===== config.mk =====
export PLATFORM = sky130hd
export DESIGN_NAME = acce_result_writer
export DESIGN_NICKNAME = d
export VERILOG_FILES = /design/src/rtl/acce_result_writer.sv
export SDC_FILE = /design/constraint.sdc
export NUM_CORES = 1
export LEC_CHECK = 0
export CORE_MARGIN = 10
export CORE_UTILIZATION = 40
export DETAILED_ROUTE_END_ITERATION = 16
export PLACE_DENSITY = 0.65
export SLEW_MARGIN = 20
export SYNTH_ARGS = -nofsm -noshare
export SYNTH_HDL_FRONTEND = slang
export SYNTH_HIERARCHICAL = 1
export SYNTH_SLANG_ARGS = --single-unit

===== constraint.sdc =====
create_clock -name clk -period 5 [get_ports clk]
set_input_delay 1.25 -clock clk [delete_from_list [all_inputs] [get_ports clk]]
set_output_delay 1.25 -clock clk [all_outputs]
set_load 0.01 [all_outputs]

===== src/rtl/acce_result_writer.sv =====
// Result writer: buffers accelerator words in a show-ahead FIFO and writes them as consecutive ICB words.
// A word pushed at cycle N is offered at N+1; ready_o drops when the FIFO is full, issue stalls at MAX_OUTST.
module acce_result_writer_fifo #(
  parameter int DEPTH = 16,
  parameter int WIDTH = 32
) (
  input  logic             clk,
  input  logic             rst,
  input  logic             push_vld,
  input  logic [WIDTH-1:0] push_dat,
  input  logic             pop_rdy,
  output logic [WIDTH-1:0] head_dat,
  output logic             full,
  output logic             empty
);
  localparam int AW = (DEPTH > 1) ? $clog2(DEPTH) : 1;
  localparam int CW = AW + 1;
  localparam logic [CW-1:0] FULL_CNT = CW'(DEPTH);

  logic [WIDTH-1:0] mem_q [DEPTH];
  logic [AW-1:0]    wr_ptr_q, wr_ptr_d;
  logic [AW-1:0]    rd_ptr_q, rd_ptr_d;
  logic [CW-1:0]    cnt_q, cnt_d;
  logic             do_push, do_pop;

  // Full is taken from the registered count only, so a same-cycle pop never opens room for a push.
  assign full     = (cnt_q == FULL_CNT);
  assign empty    = (cnt_q == '0);
  assign head_dat = mem_q[rd_ptr_q];
  assign do_push  = push_vld && !full;
  assign do_pop   = pop_rdy && !empty;

  always_comb begin
    wr_ptr_d = wr_ptr_q + AW'(do_push);
    rd_ptr_d = rd_ptr_q + AW'(do_pop);
    cnt_d    = cnt_q + CW'(do_push) - CW'(do_pop);
  end

  always_ff @(posedge clk) begin
    if (rst) begin
      wr_ptr_q <= '0;
      rd_ptr_q <= '0;
      cnt_q    <= '0;
    end else begin
      wr_ptr_q <= wr_ptr_d;
      rd_ptr_q <= rd_ptr_d;
      cnt_q    <= cnt_d;
    end
  end

  always_ff @(posedge clk) begin
    if (do_push) begin
      mem_q[wr_ptr_q] <= push_dat;
    end
  end
endmodule

module acce_result_writer #(
  parameter int FIFO_DEPTH = 16,
  parameter int MAX_OUTST  = 4
) (
  input  logic        clk,
  input  logic        rst,
  input  logic        cfg_start,
  input  logic [31:0] cfg_base_addr,
  input  logic [15:0] cfg_word_cnt,
  input  logic        irq_clr,
  input  logic [31:0] data_i,
  input  logic        valid_i,
  output logic        ready_o,
  output logic        busy,
  output logic        done_irq,
  output logic        err_flag,
  output logic        ovf_flag,
  output logic        m_icb_cmd_valid,
  input  logic        m_icb_cmd_ready,
  output logic [31:0] m_icb_cmd_addr,
  output logic        m_icb_cmd_read,
  output logic [31:0] m_icb_cmd_wdata,
  output logic [3:0]  m_icb_cmd_wmask,
  output logic        m_icb_rsp_ready,
  input  logic        m_icb_rsp_valid,
  input  logic [31:0] m_icb_rsp_rdata,
  input  logic        m_icb_rsp_err
);
  localparam logic [1:0] S_IDLE  = 2'd0;
  localparam logic [1:0] S_RUN   = 2'd1;
  localparam logic [1:0] S_DRAIN = 2'd2;
  localparam logic [1:0] S_DONE  = 2'd3;
  localparam logic [3:0] OUTST_MAX = 4'(MAX_OUTST);

  logic [1:0]  state_q, state_d;
  logic [31:0] base_q, base_d;
  logic [15:0] total_q, total_d;
  logic [15:0] pushed_q, pushed_d;
  logic [15:0] issued_q, issued_d;
  logic [3:0]  outst_q, outst_d;
  logic        err_q, err_d;
  logic        ovf_q, ovf_d;
  logic        irq_q, irq_d;

  logic        fifo_full, fifo_empty;
  logic [31:0] fifo_head;
  logic        in_run, push_ok, ovf_hit, cmd_hs, rsp_ok;
  logic        unused_ok;

  assign unused_ok = ^{m_icb_rsp_rdata, cfg_base_addr[1:0]};

  assign in_run  = (state_q == S_RUN);
  assign ready_o = !fifo_full;
  assign push_ok = valid_i && ready_o && in_run && (pushed_q < total_q);
  // Words beyond the programmed count are silently dropped, only a real loss flags overflow.
  assign ovf_hit = valid_i && !ready_o && in_run && (pushed_q < total_q);

  assign m_icb_cmd_valid = in_run && !fifo_empty && (outst_q < OUTST_MAX);
  assign cmd_hs          = m_icb_cmd_valid && m_icb_cmd_ready;
  assign rsp_ok          = m_icb_rsp_valid && (outst_q != '0);

  assign m_icb_cmd_addr  = base_q + {14'd0, issued_q, 2'b00};
  assign m_icb_cmd_wdata = fifo_head;
  assign m_icb_cmd_read  = 1'b0;
  assign m_icb_cmd_wmask = 4'hF;
  assign m_icb_rsp_ready = 1'b1;

  assign busy     = (state_q == S_RUN) || (state_q == S_DRAIN);
  assign done_irq = irq_q;
  assign err_flag = err_q;
  assign ovf_flag = ovf_q;

  acce_result_writer_fifo #(
    .DEPTH (FIFO_DEPTH),
    .WIDTH (32)
  ) u_fifo (
    .clk      (clk),
    .rst      (rst),
    .push_vld (push_ok),
    .push_dat (data_i),
    .pop_rdy  (cmd_hs),
    .head_dat (fifo_head),
    .full     (fifo_full),
    .empty    (fifo_empty)
  );

  always_comb begin
    state_d  = state_q;
    base_d   = base_q;
    total_d  = total_q;
    pushed_d = pushed_q + 16'(push_ok);
    issued_d = issued_q + 16'(cmd_hs);
    outst_d  = outst_q + 4'(cmd_hs) - 4'(rsp_ok);
    err_d    = err_q || (rsp_ok && m_icb_rsp_err);
    ovf_d    = ovf_q || ovf_hit;
    irq_d    = irq_q && !irq_clr;

    case (state_q)
      S_IDLE: begin
        if (cfg_start) begin
          base_d   = {cfg_base_addr[31:2], 2'b00};
          total_d  = cfg_word_cnt;
          pushed_d = '0;
          issued_d = '0;
          outst_d  = '0;
          err_d    = 1'b0;
          ovf_d    = 1'b0;
          irq_d    = 1'b0;
          state_d  = (cfg_word_cnt == 16'd0) ? S_DONE : S_RUN;
        end
      end
      S_RUN: begin
        if (issued_d == total_q) begin
          state_d = S_DRAIN;
        end
      end
      S_DRAIN: begin
        if (outst_q == '0) begin
          state_d = S_DONE;
        end
      end
      default: begin
        state_d = S_IDLE;
      end
    endcase

    // Setting on DONE entry wins over a coincident irq_clr.
    if ((state_d == S_DONE) && (state_q != S_DONE)) begin
      irq_d = 1'b1;
    end
  end

  always_ff @(posedge clk) begin
    if (rst) begin
      state_q  <= S_IDLE;
      base_q   <= '0;
      total_q  <= '0;
      pushed_q <= '0;
      issued_q <= '0;
      outst_q  <= '0;
      err_q    <= 1'b0;
      ovf_q    <= 1'b0;
      irq_q    <= 1'b0;
    end else begin
      state_q  <= state_d;
      base_q   <= base_d;
      total_q  <= total_d;
      pushed_q <= pushed_d;
      issued_q <= issued_d;
      outst_q  <= outst_d;
      err_q    <= err_d;
      ovf_q    <= ovf_d;
      irq_q    <= irq_d;
    end
  end
endmodule


Word-level counts from Yosys, hierarchy flattened --
Memories as Yosys holds them, arrays and structs flattened. A register that Yosys moved wholly into a read port is not among the register bits. Index checks and enable logic that the tools add are counted.
Word-level totals: bits in registers 100, memory bits (writable) 512, input port bits 120, memories kept 1
Memories:
- u_fifo.mem_q | depth 16, bits a word 32, read ports 1, clocked after memory_dff 1, wr ports 1, RTL line 20 | logic [WIDTH-1:0] mem_q [DEPTH];
Operators by class: add/subtract/negate cells 9, $lt $le $gt $ge 2, equal/unequal tests 6, mux-type cells 21, reductions and logical operators 27
Operators with widths (number):
- two-way mux 16 bit | 4
- adder 16 x 1 -> 16 bit | 2
- adder 32 x 18 -> 32 bit | 1
- == test 16 bit | 1
- logical NOT 16 bit | 1
- < comparator 16 bit | 1
- logical AND 1 bit | 15
- adder 4 x 1 -> 4 bit | 3
- two-way mux 4 bit | 3
- two-way mux 1 bit | 9
- two-way mux 2 bit | 4
- case mux 2 bit (3 select lines) | 1
- adder 5 x 1 -> 5 bit | 1
- == test 5 bit (second input constant) | 1
- logical NOT 5 bit | 1
- subtractor 5 x 1 -> 5 bit | 1
- == test 2 bit (second input constant) | 2
- logical NOT 4 bit | 1
- < comparator 4 x 3 -> 1 bit (second input constant) | 1
- nonzero test 4 bit | 1
- subtractor 4 x 1 -> 4 bit | 1
- logical NOT 1 bit | 3
- logical OR 1 bit | 3
- == test 2 x 1 -> 1 bit (second input constant) | 1
- other kinds (3) | 3

Depth between registers and ports, before layout --
Gate-level depths: netlist of run 1.
depth in word-level cells 12, mapped depth 19, depth with buffers taken out 19

Cells and area by module --
Netlist of run 1, hierarchy kept.
By module, submodules not included:
- acce_result_writer_fifo | instances 1, cells an instance 1010, area each 20300.7 sq um, sequential area each 15635.0 sq um
- acce_result_writer | instances 1, cells an instance 680, area each 5385.2 sq um, sequential area each 1741.7 sq um

Worst setup path after synthesis of run 1 --
Ideal clock, no wire load.
path type input port to flip-flop, from input valid_i, to memory u_fifo.mem_q[0][0], enable pin, setup time 461 ps, data arrival time 4397 ps, required time 4539 ps, slack 142 ps, cell stages on the path 6, buffers on the path 0, path through and4b_1 o21ai_0 nor3_1 nand2b_1 or3_1 nor3_1
On the way: word-level cells in the longest chain between the ends 6
Ends and longest elaborated chain:
- start: declaration | RTL line 69 | input logic valid_i,
- logical AND 1 bit (3 in a row) | RTL line 111 | assign push_ok = valid_i && ready_o && in_run && (pushed_q < total_q);
- net push_ok | RTL line 104 | logic in_run, push_ok, ovf_hit, cmd_hs, rsp_ok;
- logical AND 1 bit | RTL line 30 | assign do_push = push_vld && !full;
- two-way mux 1 bit | RTL line 52 | if (do_push) begin
- two-way mux 1 bit (not written as such) | RTL line 53 | mem_q[wr_ptr_q] <= push_dat;
- end: declaration | RTL line 20
The timed path passes the listed nets, and every way through them passes these cells.

Worst setup path after layout of run 1 --
from register issued_q[6], to output m_icb_cmd_addr[29]
On the way: word-level cells in the longest chain between the ends 1
Ends and longest elaborated chain:
- start: declaration | RTL line 96 | logic [15:0] issued_q, issued_d;
- start signal: assignment | RTL line 206 | issued_q <= issued_d;
- adder 32 x 18 -> 32 bit | RTL line 119 | assign m_icb_cmd_addr = base_q + {14'd0, issued_q, 2'b00};
- end: declaration | RTL line 77 | output logic [31:0] m_icb_cmd_addr,
No other way between the ends.

==> metrics.txt, run 1 <==
total grt overflow 0; Post-Synth Simple-Gate Area ~6.3%; total routed wirelength ~60 mm; fmax about 210 MHz; Max-Cap Viols 0; kind of end point of the critical path output port; H-tree levels 3; internal power roughly 0.009 W; Routed WL per cell between 20 and 25 um; CP startpoint kind register; run status complete, no violations; PwrDens ~380 nW/um^2; Starting Density 40.57%; later-pin clock latency in the skew report ~0.60 ns; top cells by area, synth edfxtp_1 (60%), dfxtp_1 (7.8%), mux4_2 (5.6%), mux2i_1 (5.0%), ha_1 (2.7%); Root Buffer clkbuf_16; Post-synth EDFFs 512; Overall Global Routing Usage 15.80%; share of the synthesized area in the top cell type approximately three fifths; Comb pwr share 10.3%; biggest area consumer among synthesized cells edfxtp_1; Ys Warns 6; Setup TNS Final 0 ns; clk buf depth 3; Worst VDD drop between 200 and 300 uV; Iteration-0 DRC Markers 1064; Hold Crit Class reg -> reg; mean post-synth cell area 15.20 sq um; clock share of power 40.7%; Die Y about 270 um; Die X 273.4 um; Post-DP HPWL 36.46 mm; largest net degree at the start of global routing 50; WP data required 3.75 ns; XOR/XNOR share of the synthesized area about 2.3%; CP cell instances ha_1 > o21a_1 > o21ai_0 > a21oi_1 > o311ai_4 > a31oi_2 > o21ai_0 > xnor2_1 > clkdlybuf4s50_1; CTS buffer count 66; register bit count reported by yosys between 600 and 700; CTS tree yes; area grow syn2layout 18.99%; CP arrival around 3.6 ns; I/O pin cnt approximately 200; final net count 2055; Final Cycle Share 97.42%; minimum clock period after layout roughly 4.9 ns; CP Class reg -> out; Seq/Total Area, Yosys between 60% and 70%; Hold Vio Cnt, Final 0; first-pass GRT wire length between 90 and 100 mm; DRT antenna net count 0; Final Skew between 0.02 and 0.025 ns; post-synthesis cell count between 1500 and 2000; vias in the first global route ~15000; via count 14970; FFs w/ async S/R, synth 0%; adder-cell share of the synthesized area under 10%; switching share of power a little under a quarter; first-pass iteration count of the detailed router 7; Pins Over Slew Limit 0; row count 92; Routability Congestion a little over 0.8; synthesized cell area between 20000 and 30000 sq um; net switching power roughly 0.0027 W; Slew HR between 50 and 60%; number of buffers added on ports approximately 150; Most used DFF post-synth edfxtp_1; mux share of post-synthesis cell area a little over a tenth; Final setup viols 0; most frequent cells in the layout edfxtp_1 (512), nand2_1 (150), clkdlybuf4s50_1 (144); critical path's top delay family compound AO/OA/AOI/OAI gates; die area 74750 sq um; commonest non-fill, non-tap cell in the layout edfxtp_1; Synth Area in Compound Gates around 7.3%; Clock Sinks 612; Leak a little under 10 nW; antenna violations before repair 4; CORE AREA around 63000 sq um; CP max FO 11; clk slew on worst S/H paths ~0.060 ns; slowest CP cell dfxtp_1; layout cell share with drive strength beyond 1 between 10% and 20%; Seq pwr share just under 50%; total power 0.01168 W; synth unique cells 68; Largest stage delay, worst path between 0.6 and 0.7 ns; # DRC 0; WP buf/inv 1; largest family of logic cells by synthesized area multiplexers; most frequent CP cell o21ai_0; DR vias/cell 5.394; slew at the pin closest to its max-slew limit about 0.70 ns
[metal layers]
layer | up-vias | track usage [%] | wire, um
met5 | - | 0 | 16
met4 | 4 | 4.187 | 1087
met3 | 81 | 3.336 | 3079
met2 | 340 | 26.16 | 29420
met1 | 7662 | 20.82 | 25940
li1 | 6881 | - | -
[cell families after synthesis]
logic type | after synthesis
muxes | 194
xor gates and xnor gates | 68
and+or+nand+nor | 344
AOI/OAI and AO/OA | 276
buffers and inverters | 136
DFF | 612
other | 2
adders and majority gates | 58
[area by class of cell]
cell class | instances | area, sq um
fillers | 5390 | 32750
flip-flops and latches | 612 | 17380
multi-input cells | 948 | 7770
repair buffers | 204 | 2057
clock buffers | 84 | 1793
well taps | 846 | 1059
clock inverters | 34 | 327.8
inverters | 45 | 168.9
diodes | 2 | 5.005
[worst min-delay path, delay by kind of cell (launching register included)]
| kind | cells | cell delay, ns |
|---|---|---|
| AND/OR/NAND/NOR | 1 | 0.05 |
| flip-flops | 1 | 0.31 |
| AO/OA/AOI/OAI | 1 | 0.05 |
[repair_timing]
item | in CTS | in global routing
setup endpoints to repair | 7 | 16
hold buffers | 0 | 0
setup buffers | 3 | 1
pin swaps | 3 | 1
resized for setup | 7 | 5
[path summary, 6_finish.rpt]
| kind | slack, ns | to | depth (start not counted) | from |
|---|---|---|---|---|
| worst max register to register | 1.16 | state_q[0] | 15 | u_fifo/cnt_q[2] |
| worst min register to register | 0.45 | total_q[12] | 2 | total_q[12] |
| worst max-delay path | 0.13 | m_icb_cmd_addr[29] | 9 | issued_q[6] |
| worst min-delay path | 0.45 | total_q[12] | 2 | total_q[12] |
[flip-flops by register name (all words and copies together) (netlist names)]
signal           cells
u_fifo/rd_ptr_q      4
u_fifo/cnt_q         5
u_fifo/wr_ptr_q      4
err_flag             1
state_q              2
issued_q            16
u_fifo/mem_q       512
ovf_flag             1
base_q              30
total_q             16
outst_q              4
pushed_q            16
done_irq             1
[power groups by stage]
stage	Combinational, W	Clock (W)	Sequential, W
2_1_floorplan	0.000750	0	0.00580
3_3_place_gp	0.00119	0	0.00582
3_5_place_dp	0.00123	0	0.00583
4_1_cts	0.00123	0.00486	0.00572
5_1_grt	0.00134	0.00505	0.00573
6_report	0.00121	0.00475	0.00572
[through the flow]
step / instances / setup slack [ns] / hold slack (ns) / cell area [sq um] / util, %
6_report: 2775 / 0.1292 / 0.4537 / 30560 / 48.28
5_1_grt: 2775 / -0.02507 / 0.4752 / 30560 / 48.28
4_1_cts: 2772 / 0.01700 / 0.4560 / 30530 / 48.22
3_5_place_dp: 2651 / 0.3902 / 0.4477 / 28390 / 44.84
3_3_place_gp: 2651 / 0.4454 / 0.4498 / 28390 / 44.84
2_1_floorplan: 1696 / 0.1420 / 0.4363 / 25710 / -
[synth_stat cells (5+ instances only)]
| cell | n |
|---|---|
| a21o_1 | 11 |
| a21oi_1 | 72 |
| a221oi_1 | 64 |
| a22oi_1 | 32 |
| and2_1 | 12 |
| and3_1 | 8 |
| buf_1 | 8 |
| buf_2 | 16 |
| buf_4 | 17 |
| buf_6 | 14 |
| clkbuf_1 | 33 |
| dfxtp_1 | 100 |
| edfxtp_1 | 512 |
| ha_1 | 55 |
| inv_1 | 45 |
| mux2i_1 | 129 |
| mux4_2 | 64 |
| nand2_1 | 150 |
| nand2b_1 | 7 |
| nand3_1 | 23 |
| nand4_1 | 5 |
| nor2_1 | 67 |
| nor2b_1 | 17 |
| nor3_1 | 18 |
| nor4_1 | 9 |
| o211ai_1 | 7 |
| o21ai_0 | 56 |
| or3_1 | 7 |
| xnor2_1 | 54 |
| xor2_1 | 14 |
Power figures use the tool's default switching activity.
==> run 2, diff against run 1 <==
--- a/config.mk
+++ b/config.mk
@@ -5,10 +5,12 @@
 export SDC_FILE = /design/constraint.sdc
 export NUM_CORES = 1
 export LEC_CHECK = 0
+export CORE_ASPECT_RATIO = 1.25
 export CORE_MARGIN = 10
 export CORE_UTILIZATION = 40
 export DETAILED_ROUTE_END_ITERATION = 16
-export PLACE_DENSITY = 0.65
+export DONT_BUFFER_PORTS = 1
+export PLACE_DENSITY = 0.61
 export SLEW_MARGIN = 20
 export SYNTH_ARGS = -nofsm -noshare
 export SYNTH_HDL_FRONTEND = slang
==> run 2 against run 1 <==
Combinational power shrank 23%. First-iteration DRC count shrank 17%. Clock-buffer cell count is the same. Via count shrank 4.7%. Critical endpoint is now m_icb_cmd_addr[26]. Largest power group unchanged.
==> metrics.txt, run 2 (synthesized netlist as in run 1, its figures left out) <==
first-pass iteration count of the detailed router 5; clock share of power between 40% and 50%; clk slew on worst S/H paths approximately 0.06 ns; Final setup viols 0; run status complete, no violations; Worst VDD drop about 230 uV; Seq pwr share around 51%; slew at the pin closest to its max-slew limit about 1.1 ns; Root Buffer clkbuf_16; Final Cycle Share a little over nine tenths; final net count about 1900; clk buf depth 3; Multi-input gate area 7762 sq um; Routability Congestion between 0.8 and 0.9; minimum clock period after layout about 4.7 ns; Register Area ~17000 sq um; met2 usage 28.47%; DR vias/cell around 5.5; number of diodes 0; Util after Layout ~45%; global routing's busiest layer met2; Hold Vio Cnt, Final 0; kind of end point of the critical path output port; CTS tree yes; Die X about 250 um; PwrDens between 300 and 400 nW/um^2; fmax ~210 MHz; internal power roughly 0.0086 W; max FFs per register approximately 510; # DRC 0; CP startpoint kind register; commonest non-fill, non-tap cell in the layout edfxtp_1; area grow syn2layout 11.97%; net switching power between 0.002 and 0.003 W; total grt overflow 0; largest net degree at the start of global routing 66; Max-Cap Viols 0; most frequent cells in the layout edfxtp_1 (512), nand2_1 (150), mux2i_1 (129); reg2reg setup slack slightly above 1 ns; RSZ-0062 raised after global routing no; later-pin clock latency in the skew report ~0.64 ns; layout cell share with drive strength beyond 1 around an eighth; total routed wirelength between 50 and 60 mm; I/O pin cnt 196; switching share of power a little under a quarter; GR Util met1 17.83%; antenna violations before repair 0; Routed WL per cell around 23 um; Filler cells around 5500; r2r startpoint state_q[1]; CP max FO 7; CP arrival between 3 and 4 ns; DRT antenna net count 0; via count 14270; Leak about 9 nW; crit path capture m_icb_cmd_addr[26]; Hold Crit Class reg -> reg; vias in the first global route around 15000; die area around 75000 sq um; Worst R2R Path Depth 15; Pins Over Slew Limit 0; Clock Sinks approximately 610; Final Skew about 0.027 ns; WP data required 3.75 ns; Comb pwr share between 8 and 9%; CP startpoint issued_q[0]; row count about 100; Die Y roughly 300 um; r2r endpoint done_irq; Slew HR 28.00%; number of buffers added on ports 0; CP Class reg -> out; CORE AREA 63410 sq um; H-tree levels 2; most flop-heavy register u_fifo/mem_q; Post-DP HPWL 35.54 mm; M3 GR Usage roughly 4.1%; CTS buffer count 60; top flop regs u_fifo/mem_q: 512 flops, base_q: 30 flops; first-pass GRT wire length 89.69 mm; Starting Density approximately two fifths; Setup TNS Final 0 ns; Overall Global Routing Usage 15.67%; Iteration-0 DRC Markers between 800 and 900
run 2: changes by cell type in the layout (fill, tap and decap cells not counted), sizes merged:
cell / delta
diode: -2
dlymetal6s2s: -2
buf: -15
inv: -2
clkinv: -5
bufinv: +2
dlygate4sd2: -6
clkinvlp: -2
clkdlybuf4s50: -144
run 2: layout make-up:
cell class	instances	area share, %
sequential	612	60.45
multi-input combinational	948	26.99
clock buffer	84	5.712
tap	840	3.654
timing repair buffer	37	1.444
clock inverter	27	1.166
inverter	45	0.5873
run 2: worst min path at each step:
stage | startpoint | to | depth (start not counted)
2_1_floorplan | total_q[12] | total_q[12] | 2
6_report | total_q[2] | total_q[2] | 2
3_5_place_dp | total_q[2] | total_q[2] | 2
4_1_cts | total_q[2] | total_q[2] | 2
3_3_place_gp | base_q[10] | base_q[10] | 2
5_1_grt | base_q[13] | base_q[13] | 2
run 2: metrics by stage:
step           cells  power (W)  worst slack [ns]  hold slack [ns]  area, sq um
3_5_place_dp    2481   0.006787            0.7894           0.4433        26760
4_1_cts         2592    0.01131           0.09436           0.4515        28740
2_1_floorplan   1696   0.006554            0.1420           0.4363        25710
3_3_place_gp    2481   0.006749            0.7856           0.4432        26760
5_1_grt         2593    0.01163           0.05704           0.4728        28760
6_report        2593    0.01118            0.2534           0.4498        28760
run 2: routing by layer:
| layer | routed length (um) | part of all wire [%] | vias to the layer above |
|---|---|---|---|
| li1 | - | - | 6526 |
| met1 | 22900 | 39 | 7221 |
| met2 | 30820 | 52 | 416 |
| met3 | 4314 | 7.3 | 102 |
| met4 | 1381 | 2.3 | 0 |
| met5 | 0 | 0 | - |
run 2: repair_timing:
item / 4_1_cts / 5_1_grt
buffers inserted: 0 / 1
hold buffers: 0 / 0
gates resized for setup: 0 / 2
setup endpoints to repair: 0 / 6
run 2: critical path, cell delays in order (launching register included):
cell and delay (ns):
dfxtp_1 0.35, ha_1 0.17, inv_1 0.05, fa_1 0.39, nor2b_1 0.13, o21a_1 0.13
o21ai_0 0.16, a21oi_1 0.28, o221ai_2 0.19, a2111oi_4 0.36, buf_4 0.20, o21ai_0 0.10
xnor2_1 0.33
run 2: power by group through the flow:
stage	Clock [W]	Sequential, W	Combinational (W)
finish	0.00452	0.00572	0.000934
global route	0.00484	0.00573	0.00105
CTS	0.00463	0.00572	0.000958
detailed placement	0	0.00583	0.000954
global placement	0	0.00583	0.000923
floorplan	0	0.00580	0.000750
==> run 3, diff against run 2 <==
--- a/config.mk
+++ b/config.mk
@@ -7,10 +7,10 @@
 export LEC_CHECK = 0
 export CORE_ASPECT_RATIO = 1.25
 export CORE_MARGIN = 10
-export CORE_UTILIZATION = 40
+export CORE_UTILIZATION = 55
 export DETAILED_ROUTE_END_ITERATION = 16
 export DONT_BUFFER_PORTS = 1
-export PLACE_DENSITY = 0.61
+export PLACE_DENSITY = 0.78
 export SLEW_MARGIN = 20
 export SYNTH_ARGS = -nofsm -noshare
 export SYNTH_HDL_FRONTEND = slang
==> run 3 against run 2 <==
Sequential share of layout area up 0.98 points. Highest routed layer is now met5. Worst setup slack lost 0.0045 ns. Largest power group unchanged. Combinational power decreased by 1%.
==> metrics.txt, run 3 (synthesized netlist as in run 1, its figures left out) <==
DR vias/cell 6.152; Hold Crit Class reg -> reg; Overall Global Routing Usage ~20%; Die X between 200 and 250 um; Comb pwr share under 10%; fmax about 210 MHz; most frequent cells in the layout edfxtp_1 (512), nand2_1 (150), mux2i_1 (129); top sig layer met5; RSZ-0062 raised after global routing no; total routed wirelength roughly 56 mm; CP cell instances ha_1 > inv_1 > fa_1 > nor2b_1 > o21a_1 > o21ai_0 > a21oi_1 > o221ai_1 > a2111oi_4 > buf_4 > o21ai_0 > xnor2_1; CTS tree yes; Largest stage delay, worst path about 0.40 ns; Leak roughly 9.0 nW; Worst VDD drop 332.9 uV; CP startpoint issued_q[0]; WP buf/inv 2; Pins Over Slew Limit 0; Clock Sinks 612; number of buffers added on ports 0; switching share of power 22.50%; clock share of power between 30% and 40%; Final setup viols 0; Root Buffer clkbuf_16; Starting Density 55.68%; most frequent CP cell o21ai_0; met1 WL about 21 mm; die area about 56000 sq um; layout cell share with drive strength beyond 1 approximately an eighth; WP data required about 3.8 ns; Setup TNS Final 0 ns; CTS buffer count 57; slowest CP cell fa_1; Max-Cap Viols 0; vias in the first global route around 15000; Routed WL per cell 24.14 um; Slew HR about 30%; r2r startpoint state_q[1]; total grt overflow 0; net switching power between 0.002 and 0.0025 W; most flop-heavy register u_fifo/mem_q; internal power roughly 0.0085 W; PwrDens about 390 nW/um^2; Setup Fix Bufs, Post-CTS 0; hold depth 2; Die Y ~260 um; commonest non-fill, non-tap cell in the layout edfxtp_1; met3 WL post-DR about 4.3 mm; via count 14370; run status complete, no violations; # DRC 0; I/O pin cnt between 150 and 200; Routability Congestion around 0.86; Worst R2R Path Depth 15; placed inst area between 20000 and 30000 sq um; clk slew on worst S/H paths 0.06 ns; Iteration-0 DRC Markers roughly 1100; first-pass iteration count of the detailed router 5; Hold Vio Cnt, Final 0; first-pass GRT wire length just under 90 mm; kind of end point of the critical path output port; Final Skew 0.03927 ns; row count 88; top flop regs u_fifo/mem_q: 512 flops, base_q: 30 flops; r2r endpoint done_irq; DR WL met2 29.80 mm; Util after Layout between 60% and 70%; later-pin clock latency in the skew report 0.64 ns; H-tree levels 2; final net count 1880; CORE AREA 46130 sq um; DRT antenna net count 0; slew at the pin closest to its max-slew limit 1.051 ns; max FFs per register 512; cts repair resizes 0; area grow syn2layout 10.18%; CP Class reg -> out; CP arrival 3.50 ns; Filler cells between 3000 and 4000; Crit. path cell count 12; minimum clock period after layout around 4.8 ns; critical path's top delay family compound AO/OA/AOI/OAI gates; cts hold-fix bufs 0; number of diodes 0; CP max FO 7; reg2reg setup slack around 1.1 ns; crit path capture m_icb_cmd_addr[22]; setup ws final 0.2489 ns; clk buf depth 3; Final Cycle Share between 90% and 100%; Seq pwr share between 50 and 60%; largest net degree at the start of global routing 66; CP startpoint kind register; setup slack at placement 0.7803 ns; Post-DP HPWL between 30 and 40 mm; antenna violations before repair 1; post-route cell area 28300 sq um
## run 3: cell count changes in the layout (fill, tap and decap cells not counted), moves of 3 or more
cell       previous run  this run
clkinv_1              7        13
clkbuf_16            61        57
clkbuf_1             20        14
buf_4                26        30
clkinv_2              3         6
buf_12               11         8
## run 3: power groups by stage
stage	clock (W)	combinational [W]	sequential (W)
2_1_floorplan	0	0.000750	0.00580
3_3_place_gp	0	0.000893	0.00582
3_5_place_dp	0	0.000931	0.00583
4_1_cts	0.00439	0.000935	0.00572
5_1_grt	0.00459	0.00104	0.00573
6_report	0.00431	0.000921	0.00572
## run 3: cell type report
class / instances / area, sq um / share of cell area [%]
Sequential cell: 612 / 17380 / 61.43
Clock buffer: 75 / 1525 / 5.389
Clock inverter: 32 / 357.8 / 1.264
Tap cell: 585 / 732.0 / 2.586
Multi-Input combinational cell: 948 / 7747 / 27.38
Inverter: 45 / 168.9 / 0.5968
Timing Repair Buffer: 38 / 385.4 / 1.362
## run 3: routing by layer
metal | vias up | track usage (%)
li1 | 6526 | -
met1 | 7247 | 24.13
met2 | 502 | 36.13
met3 | 88 | 4.697
met4 | 2 | 5.660
met5 | - | 0
## run 3: worst min path at each step
stage	from	endpoint	slack (ns)
global route	total_q[12]	total_q[12]	0.47
floorplan	total_q[12]	total_q[12]	0.44
global placement	total_q[12]	total_q[12]	0.44
finish	total_q[12]	total_q[12]	0.45
CTS	total_q[15]	total_q[15]	0.45
detailed placement	total_q[15]	total_q[15]	0.44
## run 3: worst register-to-register path, cell delays in order (launching register included)
cell and delay, ns:
dfxtp_1 0.36, inv_1 0.10, ha_1 0.28, nand2_1 0.07
nor2_1 0.26, and2_1 0.27, ha_1 0.22, ha_1 0.24
nand2_1 0.16, nor4_1 0.45, xnor2_1 0.20, o2111ai_1 0.13
nor4_1 0.62, nand3_1 0.15, o21a_1 0.21, o21ai_1 0.13
## run 3: per-stage QoR
step	power, W	instances	hold slack [ns]
after global routing	0.01136	2335	0.4738
after floorplan	0.006554	1696	0.4363
after global placement	0.006716	2227	0.4405
after detailed placement	0.006761	2227	0.4430
after CTS	0.01105	2334	0.4510
final	0.01096	2335	0.4500
